$ cat config.mk
export PLATFORM = sky130hd
export DESIGN_NAME = bp_nbf_axil_deserializer
export DESIGN_NICKNAME = d
export VERILOG_FILES = /design/src/rtl/bp_nbf_axil_deserializer.sv
export SDC_FILE = /design/constraint.sdc
export NUM_CORES = 1
export LEC_CHECK = 0
export CORE_ASPECT_RATIO = 0.5
export CORE_MARGIN = 4
export CORE_UTILIZATION = 30
export DETAILED_ROUTE_END_ITERATION = 10
export GPL_ROUTABILITY_DRIVEN = 0
export PLACE_DENSITY = 0.6
export SLEW_MARGIN = 20
export SYNTH_ARGS = -nofsm -noshare
export SYNTH_HDL_FRONTEND = slang
export SYNTH_SLANG_ARGS = --single-unit
export TNS_END_PERCENT = 50
$ cat constraint.sdc
create_clock -name s_axil_aclk -period 3.7 [get_ports s_axil_aclk]
set_input_delay 1.11 -clock s_axil_aclk [delete_from_list [all_inputs] [get_ports s_axil_aclk]]
set_output_delay 1.11 -clock s_axil_aclk [all_outputs]
set_load 0.02 [all_outputs]
$ cat src/rtl/bp_nbf_axil_deserializer.sv
// AXI-Lite write-only target that reassembles five 32-bit words written to the
// NBF host address into one 136-bit NBF command and presents it on a
// valid/ready stream. The read channel returns a status word holding the
// number of transferred commands and the sticky finish flag.
module bp_nbf_axil_deserializer #(
   parameter int S_AXIL_ADDR_WIDTH = 64,
   parameter int S_AXIL_DATA_WIDTH = 32,
   parameter logic [S_AXIL_ADDR_WIDTH-1:0] nbf_host_addr_p = {S_AXIL_ADDR_WIDTH{1'b0}}
) (
   input  logic                           s_axil_aclk,
   input  logic                           s_axil_aresetn,

   input  logic [S_AXIL_ADDR_WIDTH-1:0]   s_axil_awaddr,
   input  logic                           s_axil_awvalid,
   output logic                           s_axil_awready,
   input  logic [2:0]                     s_axil_awprot,

   input  logic [S_AXIL_DATA_WIDTH-1:0]   s_axil_wdata,
   input  logic                           s_axil_wvalid,
   output logic                           s_axil_wready,
   input  logic [S_AXIL_DATA_WIDTH/8-1:0] s_axil_wstrb,

   output logic [1:0]                     s_axil_bresp,
   output logic                           s_axil_bvalid,
   input  logic                           s_axil_bready,

   input  logic [S_AXIL_ADDR_WIDTH-1:0]   s_axil_araddr,
   input  logic                           s_axil_arvalid,
   output logic                           s_axil_arready,
   input  logic [2:0]                     s_axil_arprot,

   output logic [S_AXIL_DATA_WIDTH-1:0]   s_axil_rdata,
   output logic [1:0]                     s_axil_rresp,
   output logic                           s_axil_rvalid,
   input  logic                           s_axil_rready,

   output logic [7:0]                     nbf_opcode_o,
   output logic [63:0]                    nbf_addr_o,
   output logic [63:0]                    nbf_data_o,
   output logic                           nbf_v_o,
   input  logic                           nbf_ready_i,
   output logic                           finish_o
);

   localparam logic [1:0] resp_okay_lp   = 2'b00;
   localparam logic [1:0] resp_slverr_lp = 2'b10;
   localparam logic [2:0] last_word_lp   = 3'd4;

   // Holding registers for the independent AW and W channels
   logic                         aw_full_r;
   logic [S_AXIL_ADDR_WIDTH-1:0] aw_addr_r;
   logic                         w_full_r;
   logic [31:0]                  w_data_r;

   // Assembly state: word index and slots 0..3 (slot 4 goes straight out)
   logic [2:0]   word_r;
   logic [127:0] flit_r;

   // Output command register and status
   logic         nbf_v_r;
   logic [7:0]   opcode_r;
   logic [63:0]  addr_r;
   logic [63:0]  data_r;
   logic         finish_r;
   logic [30:0]  cmd_count_r;

   // Response channels
   logic         bvalid_r;
   logic [1:0]   bresp_r;
   logic         rvalid_r;
   logic [31:0]  rdata_r;

   logic         awready_s;
   logic         wready_s;
   logic         arready_s;
   logic         aw_fire_s;
   logic         w_fire_s;
   logic         ar_fire_s;
   logic         addr_match_s;
   logic         last_word_s;
   logic         nbf_xfer_s;
   logic         stall_s;
   logic         commit_s;
   logic         load_s;
   logic         unused_s;

   // Ready signals are held low while reset is asserted
   assign awready_s    = s_axil_aresetn & ~aw_full_r;
   assign wready_s     = s_axil_aresetn & ~w_full_r;
   assign arready_s    = s_axil_aresetn & ~rvalid_r;
   assign aw_fire_s    = s_axil_awvalid & awready_s;
   assign w_fire_s     = s_axil_wvalid & wready_s;
   assign ar_fire_s    = s_axil_arvalid & arready_s;

   assign addr_match_s = (aw_addr_r == nbf_host_addr_p);
   assign last_word_s  = (word_r == last_word_lp);
   assign nbf_xfer_s   = nbf_v_r & nbf_ready_i;
   // The fifth word waits for the output register, unless it drains this cycle
   assign stall_s      = last_word_s & nbf_v_r & ~nbf_ready_i;
   assign commit_s     = aw_full_r & w_full_r & ~bvalid_r & ~stall_s;
   assign load_s       = commit_s & addr_match_s & last_word_s;

   // Protection bits, byte strobes, read address and the top of slot 4 carry no meaning here
   assign unused_s = ^{s_axil_awprot, s_axil_wstrb, s_axil_araddr, s_axil_arprot,
                       w_data_r[31:8], s_axil_wdata};

   // AW holding register: fill on handshake, drain on commit
   always_ff @(posedge s_axil_aclk or negedge s_axil_aresetn) begin
      if (!s_axil_aresetn) begin
         aw_full_r <= 1'b0;
         aw_addr_r <= {S_AXIL_ADDR_WIDTH{1'b0}};
      end else if (aw_fire_s) begin
         aw_full_r <= 1'b1;
         aw_addr_r <= s_axil_awaddr;
      end else if (commit_s) begin
         aw_full_r <= 1'b0;
      end
   end

   // W holding register: fill on handshake, drain on commit
   always_ff @(posedge s_axil_aclk or negedge s_axil_aresetn) begin
      if (!s_axil_aresetn) begin
         w_full_r <= 1'b0;
         w_data_r <= 32'h0;
      end else if (w_fire_s) begin
         w_full_r <= 1'b1;
         w_data_r <= s_axil_wdata[31:0];
      end else if (commit_s) begin
         w_full_r <= 1'b0;
      end
   end

   // Word index and flit slots advance only on matching commits
   always_ff @(posedge s_axil_aclk or negedge s_axil_aresetn) begin
      if (!s_axil_aresetn) begin
         word_r <= 3'd0;
         flit_r <= 128'h0;
      end else if (commit_s && addr_match_s) begin
         case (word_r)
            3'd0:    flit_r[31:0]   <= w_data_r;
            3'd1:    flit_r[63:32]  <= w_data_r;
            3'd2:    flit_r[95:64]  <= w_data_r;
            3'd3:    flit_r[127:96] <= w_data_r;
            default: flit_r         <= flit_r;
         endcase
         word_r <= last_word_s ? 3'd0 : (word_r + 3'd1);
      end
   end

   // Output command register: load on fifth word, release on transfer
   always_ff @(posedge s_axil_aclk or negedge s_axil_aresetn) begin
      if (!s_axil_aresetn) begin
         nbf_v_r  <= 1'b0;
         opcode_r <= 8'h0;
         addr_r   <= 64'h0;
         data_r   <= 64'h0;
      end else if (load_s) begin
         nbf_v_r  <= 1'b1;
         opcode_r <= w_data_r[7:0];
         addr_r   <= flit_r[127:64];
         data_r   <= flit_r[63:0];
      end else if (nbf_xfer_s) begin
         nbf_v_r  <= 1'b0;
      end
   end

   // Transfer counter and sticky finish flag
   always_ff @(posedge s_axil_aclk or negedge s_axil_aresetn) begin
      if (!s_axil_aresetn) begin
         cmd_count_r <= 31'd0;
         finish_r    <= 1'b0;
      end else if (nbf_xfer_s) begin
         cmd_count_r <= cmd_count_r + 31'd1;
         finish_r    <= finish_r | (opcode_r == 8'hFF);
      end
   end

   // Write response: set on commit, cleared on handshake
   always_ff @(posedge s_axil_aclk or negedge s_axil_aresetn) begin
      if (!s_axil_aresetn) begin
         bvalid_r <= 1'b0;
         bresp_r  <= resp_okay_lp;
      end else if (commit_s) begin
         bvalid_r <= 1'b1;
         bresp_r  <= addr_match_s ? resp_okay_lp : resp_slverr_lp;
      end else if (bvalid_r && s_axil_bready) begin
         bvalid_r <= 1'b0;
      end
   end

   // Read response: snapshot status on address accept, cleared on handshake
   always_ff @(posedge s_axil_aclk or negedge s_axil_aresetn) begin
      if (!s_axil_aresetn) begin
         rvalid_r <= 1'b0;
         rdata_r  <= 32'h0;
      end else if (ar_fire_s) begin
         rvalid_r <= 1'b1;
         rdata_r  <= {cmd_count_r, finish_r};
      end else if (rvalid_r && s_axil_rready) begin
         rvalid_r <= 1'b0;
      end
   end

   assign s_axil_awready = awready_s;
   assign s_axil_wready  = wready_s;
   assign s_axil_arready = arready_s;
   assign s_axil_bvalid  = bvalid_r;
   assign s_axil_bresp   = bresp_r;
   assign s_axil_rvalid  = rvalid_r;
   assign s_axil_rdata   = {{(S_AXIL_DATA_WIDTH-32){1'b0}}, rdata_r};
   assign s_axil_rresp   = resp_okay_lp;
   assign nbf_v_o        = nbf_v_r;
   assign nbf_opcode_o   = opcode_r;
   assign nbf_addr_o     = addr_r;
   assign nbf_data_o     = data_r;
   assign finish_o       = finish_r;

endmodule

==> metrics.cfg, run 1 <==
[clock_network]
htree_levels = 2
holdBufCountCts = 0
clockBufferDepth = 3
cts.clk_slew.worst_paths_ns = 0.06
clockRootBuffer = clkbuf_16
clock_latency_ns = 0.54
cts_tree = done
cts_repair_resize_count = 0
clkSinkCount = 433
cts-buffers-inserted = 42
post-cts-setup-buffer-count = 0

[synthesis]
ys_seq_elements = 433
syn_area_mm2 = 0.0165
yosys-top-cells-area = dfrtp_1 (66%), mux2_2 (26%), buf_6 (0.89%)
yosysTopAreaCell = dfrtp_1
synth_top_area_share_pct = 65.5
synthFlopType = dfrtp_1
synthTopCellsByCount = dfrtp_1 (433), mux2_2 (384), nand2_1 (29), nor4_1 (18)
seq_area_frac_synth_pct = 65.5
yosys.cell_count.top_type = dfrtp_1
syn_avg_cell_area_um2 = 16.0
synth-async-reset-ratio_pct = 100
synth_edf_count = 0
ys_warn_count = 0
synthesis.instances = 1031
synth_cell_types = 31

[run]
drv_cap = 0

[worst_setup_path]
criticalPathCategory = primary input to output pin
crit_path_start_kind = primary input
r2r_slack_ns = 1.01
end_kind = output pin
required_ns = 2.59
worstPathMaxFanout = 8
arrival_ns = 2.17

[finish]
fillers = 4979
synthToLayoutAreaGrowth_pct = 31.1
nNetsFinal = 1517
seqCellArea_mm2 = 0.0108
multi_input_area_mm2 = 0.00539
drive_above_1_share_pct = 35.1

[pwr]
max-vdd-ir-drop_uv = 373
p_per_area_mw_per_mm2 = 520
p_leak_nw = 10.3

[drt]
drt_first_pass_iters = 4
drtIter0Drc = 365
wl_mm = 39.3
wl_per_cell_um = 18.6
post_drt_via_cell_ratio = 4.50
routed-via-count = 9492
drc = 0
antenna_left = 0

[global_route]
grt_max_degree = 112
grt_pass1_vias = 10600
overflow = 0
antenna_found_initial = 1
grt_pass1_wl_mm = 62.1
grt.total_usage_pct = 13.3

[sta]
skew_ns = 0.0252
whs_ns = 0.349
fin_tns_setup_ns = 0
slew_viol_final = 0
rsz0062_at_grt = no
hold_violations = 0
final.min_clock_period_ns = 3.28
fmax_ghz = 0.305
tightest_slew_ns = 0.955
relSlewSlack_pct = 36.3
fin_crit_sh_pct = 88.5
finalSetupViolCount = 0

[min_path]
min_path_type = primary input to asynchronous set/reset pin

[placed_design]
io_buffers = 279
hpwl_mm = 27.7

[status]
status = complete, no violations

[floorplanning]
coreArea_mm2 = 0.0541
die_w_um = 340
pin_count = 357
row_count = 60
die-area_mm2 = 0.0592
die_h_um = 174
initial_utilization_pct = 30.6

cell families after synthesis:
group                    Yosys count  share of synthesized area, %
buffers and inverters             54                          2.01
other                              1                        0.0227
AND/OR/NAND/NOR                  104                          3.33
XOR/XNOR                          30                          1.59
adder cells (fa/ha/maj)            6                         0.454
multiplexers                     393                          26.8
flip-flops                       433                          65.5
AO/OA/AOI/OAI                     10                         0.318
sequential cells by signal (all words and copies together), names as in the netlist, 3 cells and up:
| name | cells |
|---|---|
| aw_addr_r | 64 |
| flit_r | 128 |
| nbf_addr_o | 64 |
| word_r | 3 |
| nbf_opcode_o | 8 |
| w_data_r | 32 |
| cmd_count_r | 31 |
| nbf_data_o | 64 |
| s_axil_rdata | 32 |
layout make-up:
class	instances	share of cell area [%]
clock inverter	15	1.00
multi-input combinational	546	24.9
inverter	10	0.173
tap	744	4.29
timing repair buffer	300	14.0
clock buffer	61	5.69
sequential	433	50.0
antenna	2	0.0231
through the flow:
stage                     utilization (%)  worst slack, ns  power (mW)  instance area (µm²)  std cells
final                                40.0            0.425        11.3                21700       2111
after global routing                 40.0            0.383        11.8                21700       2110
after CTS                            40.0            0.393        11.4                21700       2109
after detailed placement             37.4            0.246        6.96                20200       2033
after global placement               37.4            0.280        6.85                20200       2033
after floorplan                         -             1.08        6.38                16500       1033
metal layers:
layer / GRT usage, % / wire length, µm / share of wire, %
met1: 14.2 / 14600 / 37
met2: 26.4 / 22600 / 57
met3: 2.00 / 938 / 2.4
met4: 4.47 / 1170 / 3.0
met5: 0 / 0 / 0
power by group:
part / total, mW / internal [mW] / switching (mW)
Clock: 4.43 / 2.67 / 1.77
Sequential: 5.76 / 5.30 / 0.457
Combinational: 1.09 / 0.656 / 0.430
placed cells by master (no fill, tap or decap), drive strengths merged, types with 3 or more instances in the layout:
cell / n
nor4: 18
mux2: 393
nor3: 7
bufinv: 5
buf: 22
nand3: 7
inv: 10
nor2: 12
xor2: 15
o21ai: 6
dfrtp: 433
conb: 3
clkbuf: 61
and3: 4
nor2b: 4
nand2: 29
ha: 6
nand4: 16
clkinv: 9
clkdlybuf4s50: 278
xnor2: 15
a21oi: 3
critical path: stages:
cell and delay [ns]:
buf_8 0.11, nor2b_1 0.27, clkdlybuf4s50_1 0.67
worst paths after layout:
kind	to	cells past startpoint	start
hold reg to reg	cmd_count_r[30]$_DFFE_PN0P_	1	cmd_count_r[30]$_DFFE_PN0P_
min in group s_axil_aclk	cmd_count_r[30]$_DFFE_PN0P_	1	cmd_count_r[30]$_DFFE_PN0P_
max in group asynchronous	w_data_r[15]$_DFFE_PN0P_	3	s_axil_aresetn
setup reg to reg	nbf_data_o[11]$_DFFE_PN0P_	6	aw_addr_r[38]$_DFFE_PN0P_
setup / recovery	s_axil_wready	3	s_axil_aresetn
hold / removal	aw_addr_r[9]$_DFFE_PN0P_	1	s_axil_aresetn
No activity file was read; power rests on OpenSTA's default activity.
==> run 2: changes to the inputs <==
--- a/config.mk
+++ b/config.mk
@@ -6,7 +6,7 @@
 export NUM_CORES = 1
 export LEC_CHECK = 0
 export CORE_ASPECT_RATIO = 0.5
-export CORE_MARGIN = 4
+export CORE_MARGIN = 8
 export CORE_UTILIZATION = 30
 export DETAILED_ROUTE_END_ITERATION = 10
 export GPL_ROUTABILITY_DRIVEN = 0
==> metrics.cfg, run 2 (synthesized netlist as in run 1, its figures left out) <==
[status]
status = complete, no violations

[finish]
drive_above_1_share_pct = 34.8  ; -0.29 points
nNetsFinal = 1520  ; +0.20%
synthToLayoutAreaGrowth_pct = 30.8
largest_reg_flops = 128  ; unchanged
final_cell_mix = dfrtp_1 (433), mux2_2 (384), clkdlybuf4s50_1 (278), clkbuf_16 (43), nand2_1 (27)
regMostFlops = flit_r
fin_cells = 2110  ; -0.047%
final_common_cell = dfrtp_1

[pwr]
p_per_area_mw_per_mm2 = 513  ; -1.4%
max-vdd-ir-drop_uv = 306  ; -18%
p_leak_nw = 10.2  ; -0.20%
power.total_mw = 11.1  ; -1.6%

[floorplanning]
pin_count = 357  ; unchanged
coreArea_mm2 = 0.0541  ; unchanged
row_count = 60  ; unchanged
die_h_um = 182  ; +4.6%
initial_utilization_pct = 30.6  ; unchanged
die_w_um = 348  ; +2.4%
die-area_mm2 = 0.0633  ; +7.1%

[clock_network]
cts_repair_resize_count = 0  ; unchanged
htree_levels = 2  ; unchanged
clockBufferDepth = 3  ; unchanged
clock_latency_ns = 0.53  ; about the same
holdBufCountCts = 0  ; unchanged
post-cts-setup-buffer-count = 0  ; unchanged
cts.clk_slew.worst_paths_ns = 0.06  ; about the same
cts_tree = done
clockRootBuffer = clkbuf_16
clkSinkCount = 433  ; unchanged
cts-buffers-inserted = 42  ; unchanged

[worst_setup_path]
arrival_ns = 2.16  ; about the same
crit_chain = buf_8 > nor2b_1 > clkdlybuf4s50_1
startpoint = s_axil_aresetn
timing.rr.end = nbf_data_o[9]$_DFFE_PN0P_
worstPathMaxFanout = 8  ; unchanged
criticalPathCategory = primary input to output pin
reg2reg_depth = 7  ; +1
slowest_stage = clkdlybuf4s50_1
crit_path_start_kind = primary input
crit_path_max_incr_delay_ns = 0.67  ; about the same
required_ns = 2.59  ; about the same
crit_end = s_axil_awready
end_kind = output pin
r2r_slack_ns = 1.07  ; +0.06 ns
r2r_start = aw_addr_r[38]$_DFFE_PN0P_

[placed_design]
preCtsSetupSlack_ns = 0.228  ; -0.0181 ns
io_buffers = 279  ; unchanged
hpwl_mm = 29.1  ; +5.2%
dp.cells = 2036  ; +0.15%

[sta]
fin_crit_sh_pct = 88.4  ; -0.11 points
fmax_ghz = 0.306  ; +0.12%
fin_tns_setup_ns = 0  ; unchanged
final.min_clock_period_ns = 3.27  ; -0.00390 ns
tightest_slew_ns = 0.952  ; -0.00308 ns
hold_violations = 0  ; unchanged
finalSetupViolCount = 0  ; unchanged
fin_ws_ns = 0.429  ; +0.00390 ns
rsz0062_at_grt = no
whs_ns = 0.359  ; +0.00988 ns
skew_ns = 0.0120  ; -0.0133 ns
relSlewSlack_pct = 36.5  ; +0.21 points
slew_viol_final = 0  ; unchanged

[drt]
routed-via-count = 9423  ; -0.73%
drc = 0  ; unchanged
drtIter0Drc = 437  ; +20%
antenna_left = 0  ; unchanged
wl_per_cell_um = 19.1  ; +2.7%
wl_mm = 40.3  ; +2.6%
drt_first_pass_iters = 4  ; unchanged
post_drt_via_cell_ratio = 4.47  ; -0.68%

[min_path]
min_path_type = primary input to asynchronous set/reset pin

[run]
drv_cap = 0  ; unchanged

[global_route]
overflow = 0  ; unchanged
grt_pass1_wl_mm = 63.4  ; +2.1%
grt_max_degree = 83  ; -26%
antenna_found_initial = 1  ; unchanged
grt_pass1_vias = 10700  ; +0.20%
grt.total_usage_pct = 12.6  ; -0.70 points

## run 2: per-stage QoR
stage / instance area, µm² / util [%]
after CTS: 21600 / 39.9
after floorplan: 16500 / -
after global placement: 20300 / 37.4
after global routing: 21600 / 40.0
after detailed placement: 20300 / 37.4
final: 21600 / 40.0
## run 2: how the worst min path moves through the flow
stage                                            from                           to  slack, ns
final                                  s_axil_aresetn     aw_addr_r[9]$_DFFE_PN0P_       0.36
after global routing                   s_axil_aresetn     aw_addr_r[9]$_DFFE_PN0P_       0.33
after CTS                              s_axil_aresetn     aw_addr_r[9]$_DFFE_PN0P_       0.33
after detailed placement         finish_o$_DFFE_PN0P_         finish_o$_DFFE_PN0P_       0.47
after global placement    cmd_count_r[30]$_DFFE_PN0P_  cmd_count_r[30]$_DFFE_PN0P_       0.46
after floorplan           cmd_count_r[30]$_DFFE_PN0P_  cmd_count_r[30]$_DFFE_PN0P_       0.44
## run 2: metal layers
| metal | up-vias | part of all wire [%] | GRT usage (%) |
|---|---|---|---|
| li1 | 4244 | - | - |
| met1 | 4994 | 35 | 13.0 |
| met2 | 103 | 59 | 25.5 |
| met3 | 82 | 1.8 | 1.44 |
| met4 | 0 | 3.7 | 4.93 |
| met5 | - | 0 | 0 |
## run 2: area by class of cell
type	count	area (µm²)
timing repair buffer	303	3080
clock buffer	66	1270
inverter	10	37.5
fill	4980	32500
sequential	433	10800
tap	744	931
multi-input combinational	546	5390
antenna	1	2.50
clock inverter	7	92.6
## run 2: report_power, final
group          internal [mW]  switching (mW)
clock network           2.50            1.75
logic                  0.653           0.427
registers               5.30           0.472
## run 2: critical path, delay by kind of cell
family | cells | cell delay [ns]
buf+inv | 2 | 0.78
simple gates | 1 | 0.27
==> run 3: changes to the inputs <==
--- a/config.mk
+++ b/config.mk
@@ -7,10 +7,10 @@
 export LEC_CHECK = 0
 export CORE_ASPECT_RATIO = 0.5
 export CORE_MARGIN = 8
-export CORE_UTILIZATION = 30
+export CORE_UTILIZATION = 35
 export DETAILED_ROUTE_END_ITERATION = 10
 export GPL_ROUTABILITY_DRIVEN = 0
-export PLACE_DENSITY = 0.6
+export PLACE_DENSITY = 0.67
 export SLEW_MARGIN = 20
 export SYNTH_ARGS = -nofsm -noshare
 export SYNTH_HDL_FRONTEND = slang
==> metrics.cfg, run 3 (synthesized netlist as in run 1, its figures left out) <==
[placed_design]
hpwl_mm = 27.9  ; -4.2%
io_buffers = 279  ; unchanged

[worst_setup_path]
required_ns = 2.59  ; about the same
arrival_ns = 2.23  ; +0.07 ns
startpoint = s_axil_aresetn
crit_path_max_incr_delay_ns = 0.67  ; about the same
crit_buf_inv = 2  ; unchanged
crit_chain = buf_8 > nor2b_1 > clkdlybuf4s50_1
worstPathMaxFanout = 13  ; +5
crit_path_start_kind = primary input
slowest_stage = clkdlybuf4s50_1
criticalPathCategory = primary input to output pin
end_kind = output pin
critPathTopFamily = buffers and inverters
r2r_start = aw_addr_r[17]$_DFFE_PN0P_

[clock_network]
clockBufferDepth = 3  ; unchanged
clkSinkCount = 433  ; unchanged
htree_levels = 2  ; unchanged
clockRootBuffer = clkbuf_16
holdBufCountCts = 0  ; unchanged
cts-buffers-inserted = 41  ; -2.4%
post-cts-setup-buffer-count = 0  ; unchanged
clock_latency_ns = 0.54  ; about the same
cts.clk_slew.worst_paths_ns = 0.06  ; about the same
cts_tree = done
cts_repair_resize_count = 0  ; unchanged

[sta]
skew_ns = 0.0273  ; +0.0154 ns
fmax_ghz = 0.299  ; -2.0%
relSlewSlack_pct = 41.5  ; +5.0 points
hold_violations = 0  ; unchanged
final.min_clock_period_ns = 3.34  ; +0.0677 ns
fin_crit_sh_pct = 90.2  ; +1.8 points
tightest_slew_ns = 0.877  ; -0.0751 ns
finalSetupViolCount = 0  ; unchanged
rsz0062_at_grt = no
fin_tns_setup_ns = 0  ; unchanged
slew_viol_final = 0  ; unchanged

[drt]
post_drt_via_cell_ratio = 4.74  ; +6.0%
drtIter0Drc = 352  ; -19%
antenna_left = 0  ; unchanged
drt_first_pass_iters = 4  ; unchanged
drc = 0  ; unchanged
wl_per_cell_um = 19.9  ; +4.2%
wl_mm = 39.8  ; -1.2%
routed-via-count = 9480  ; +0.60%

[floorplanning]
die_h_um = 170  ; -6.8%
initial_utilization_pct = 35.4  ; +4.8 points
coreArea_mm2 = 0.0467  ; -14%
pin_count = 357  ; unchanged
die-area_mm2 = 0.0549  ; -13%
die_w_um = 323  ; -7.1%
row_count = 56  ; -6.7%

[pwr]
max-vdd-ir-drop_uv = 305  ; -0.28%
p_per_area_mw_per_mm2 = 517  ; +0.77%
power.total_mw = 11.1  ; +0.27%
p_leak_nw = 10.3  ; about the same

[global_route]
grt_max_degree = 171  ; +110%
antenna_found_initial = 2  ; +1
grt_pass1_vias = 10700  ; +0.10%
grt_pass1_wl_mm = 62.6  ; -1.2%
grt.total_usage_pct = 14.4  ; +1.8 points
overflow = 0  ; unchanged

[finish]
fillers = 4035  ; -19%
drive_above_1_share_pct = 34.9  ; +0.077 points
regMostFlops = flit_r
largest_reg_flops = 128  ; unchanged
synthToLayoutAreaGrowth_pct = 30.2
final_cell_mix = dfrtp_1 (433), mux2_2 (384), clkdlybuf4s50_1 (278), clkbuf_16 (43), nand2_1 (27)
postLayoutCoreUtil_pct = 46.1  ; +6.1 points
nNetsFinal = 1518  ; -0.13%
final_common_cell = dfrtp_1

[run]
drv_cap = 0  ; unchanged

[min_path]
min_path_type = primary input to asynchronous set/reset pin

[status]
status = complete, no violations

## run 3: cell count changes in the layout (fill, tap and decap cells not counted), moves of 2 or more
cell | before | now
buf_6 | 3 | 0
clkbuf_8 | 11 | 8
buf_12 | 7 | 9
clkbuf_1 | 12 | 9
clkinv_2 | 3 | 5
## run 3: power breakdown
part | total [mW] | switching (mW) | leakage, nW | internal (mW)
sequential | 5.78 | 0.475 | 5.81 | 5.30
clock | 4.26 | 1.76 | 0.669 | 2.50
combinational | 1.09 | 0.439 | 3.78 | 0.652
total | 11.1 | 2.68 | 10.3 | 8.45
## run 3: final timing paths
| check | end | slack, ns | cells past startpoint |
|---|---|---|---|
| max in group asynchronous | flit_r[43]$_DFFE_PN0P_ | 1.52 | 3 |
| hold reg to reg | cmd_count_r[30]$_DFFE_PN0P_ | 0.47 | 1 |
| setup reg to reg | nbf_addr_o[3]$_DFFE_PN0P_ | 1.00 | 8 |
| setup / recovery | s_axil_awready | 0.36 | 3 |
| hold / removal | aw_addr_r[6]$_DFFE_PN0P_ | 0.37 | 1 |
| min in group s_axil_aclk | cmd_count_r[30]$_DFFE_PN0P_ | 0.47 | 1 |
## run 3: routing by layer
metal  vias to the layer above  track usage (%)  wire (µm)
met4                         0             4.82       1190
met1                      5037             15.1      14500
li1                       4260                -          -
met2                       113             29.1      23200
met5                         -                0          0
met3                        70             1.93        992
## run 3: per-stage QoR
| step | setup WS [ns] | hold slack [ns] | instance area (µm²) | instances |
|---|---|---|---|---|
| after floorplan | 1.08 | 0.438 | 16500 | 1033 |
| after global placement | 0.257 | 0.461 | 20100 | 1928 |
| after detailed placement | 0.212 | 0.462 | 20100 | 1928 |
| after CTS | 0.349 | 0.333 | 21500 | 1999 |
| after global routing | 0.333 | 0.338 | 21500 | 2002 |
| final | 0.361 | 0.365 | 21500 | 2002 |
## run 3: area by class of cell
cell class	instances	area [µm²]	area share (%)
clock inverters	11	140	0.651
well taps	638	798	3.71
clock buffers	60	1220	5.67
multi-input cells	546	5390	25.0
repair buffers	302	3100	14.4
flip-flops and latches	433	10800	50.3
diodes	2	5.00	0.0232
inverters	10	37.5	0.174
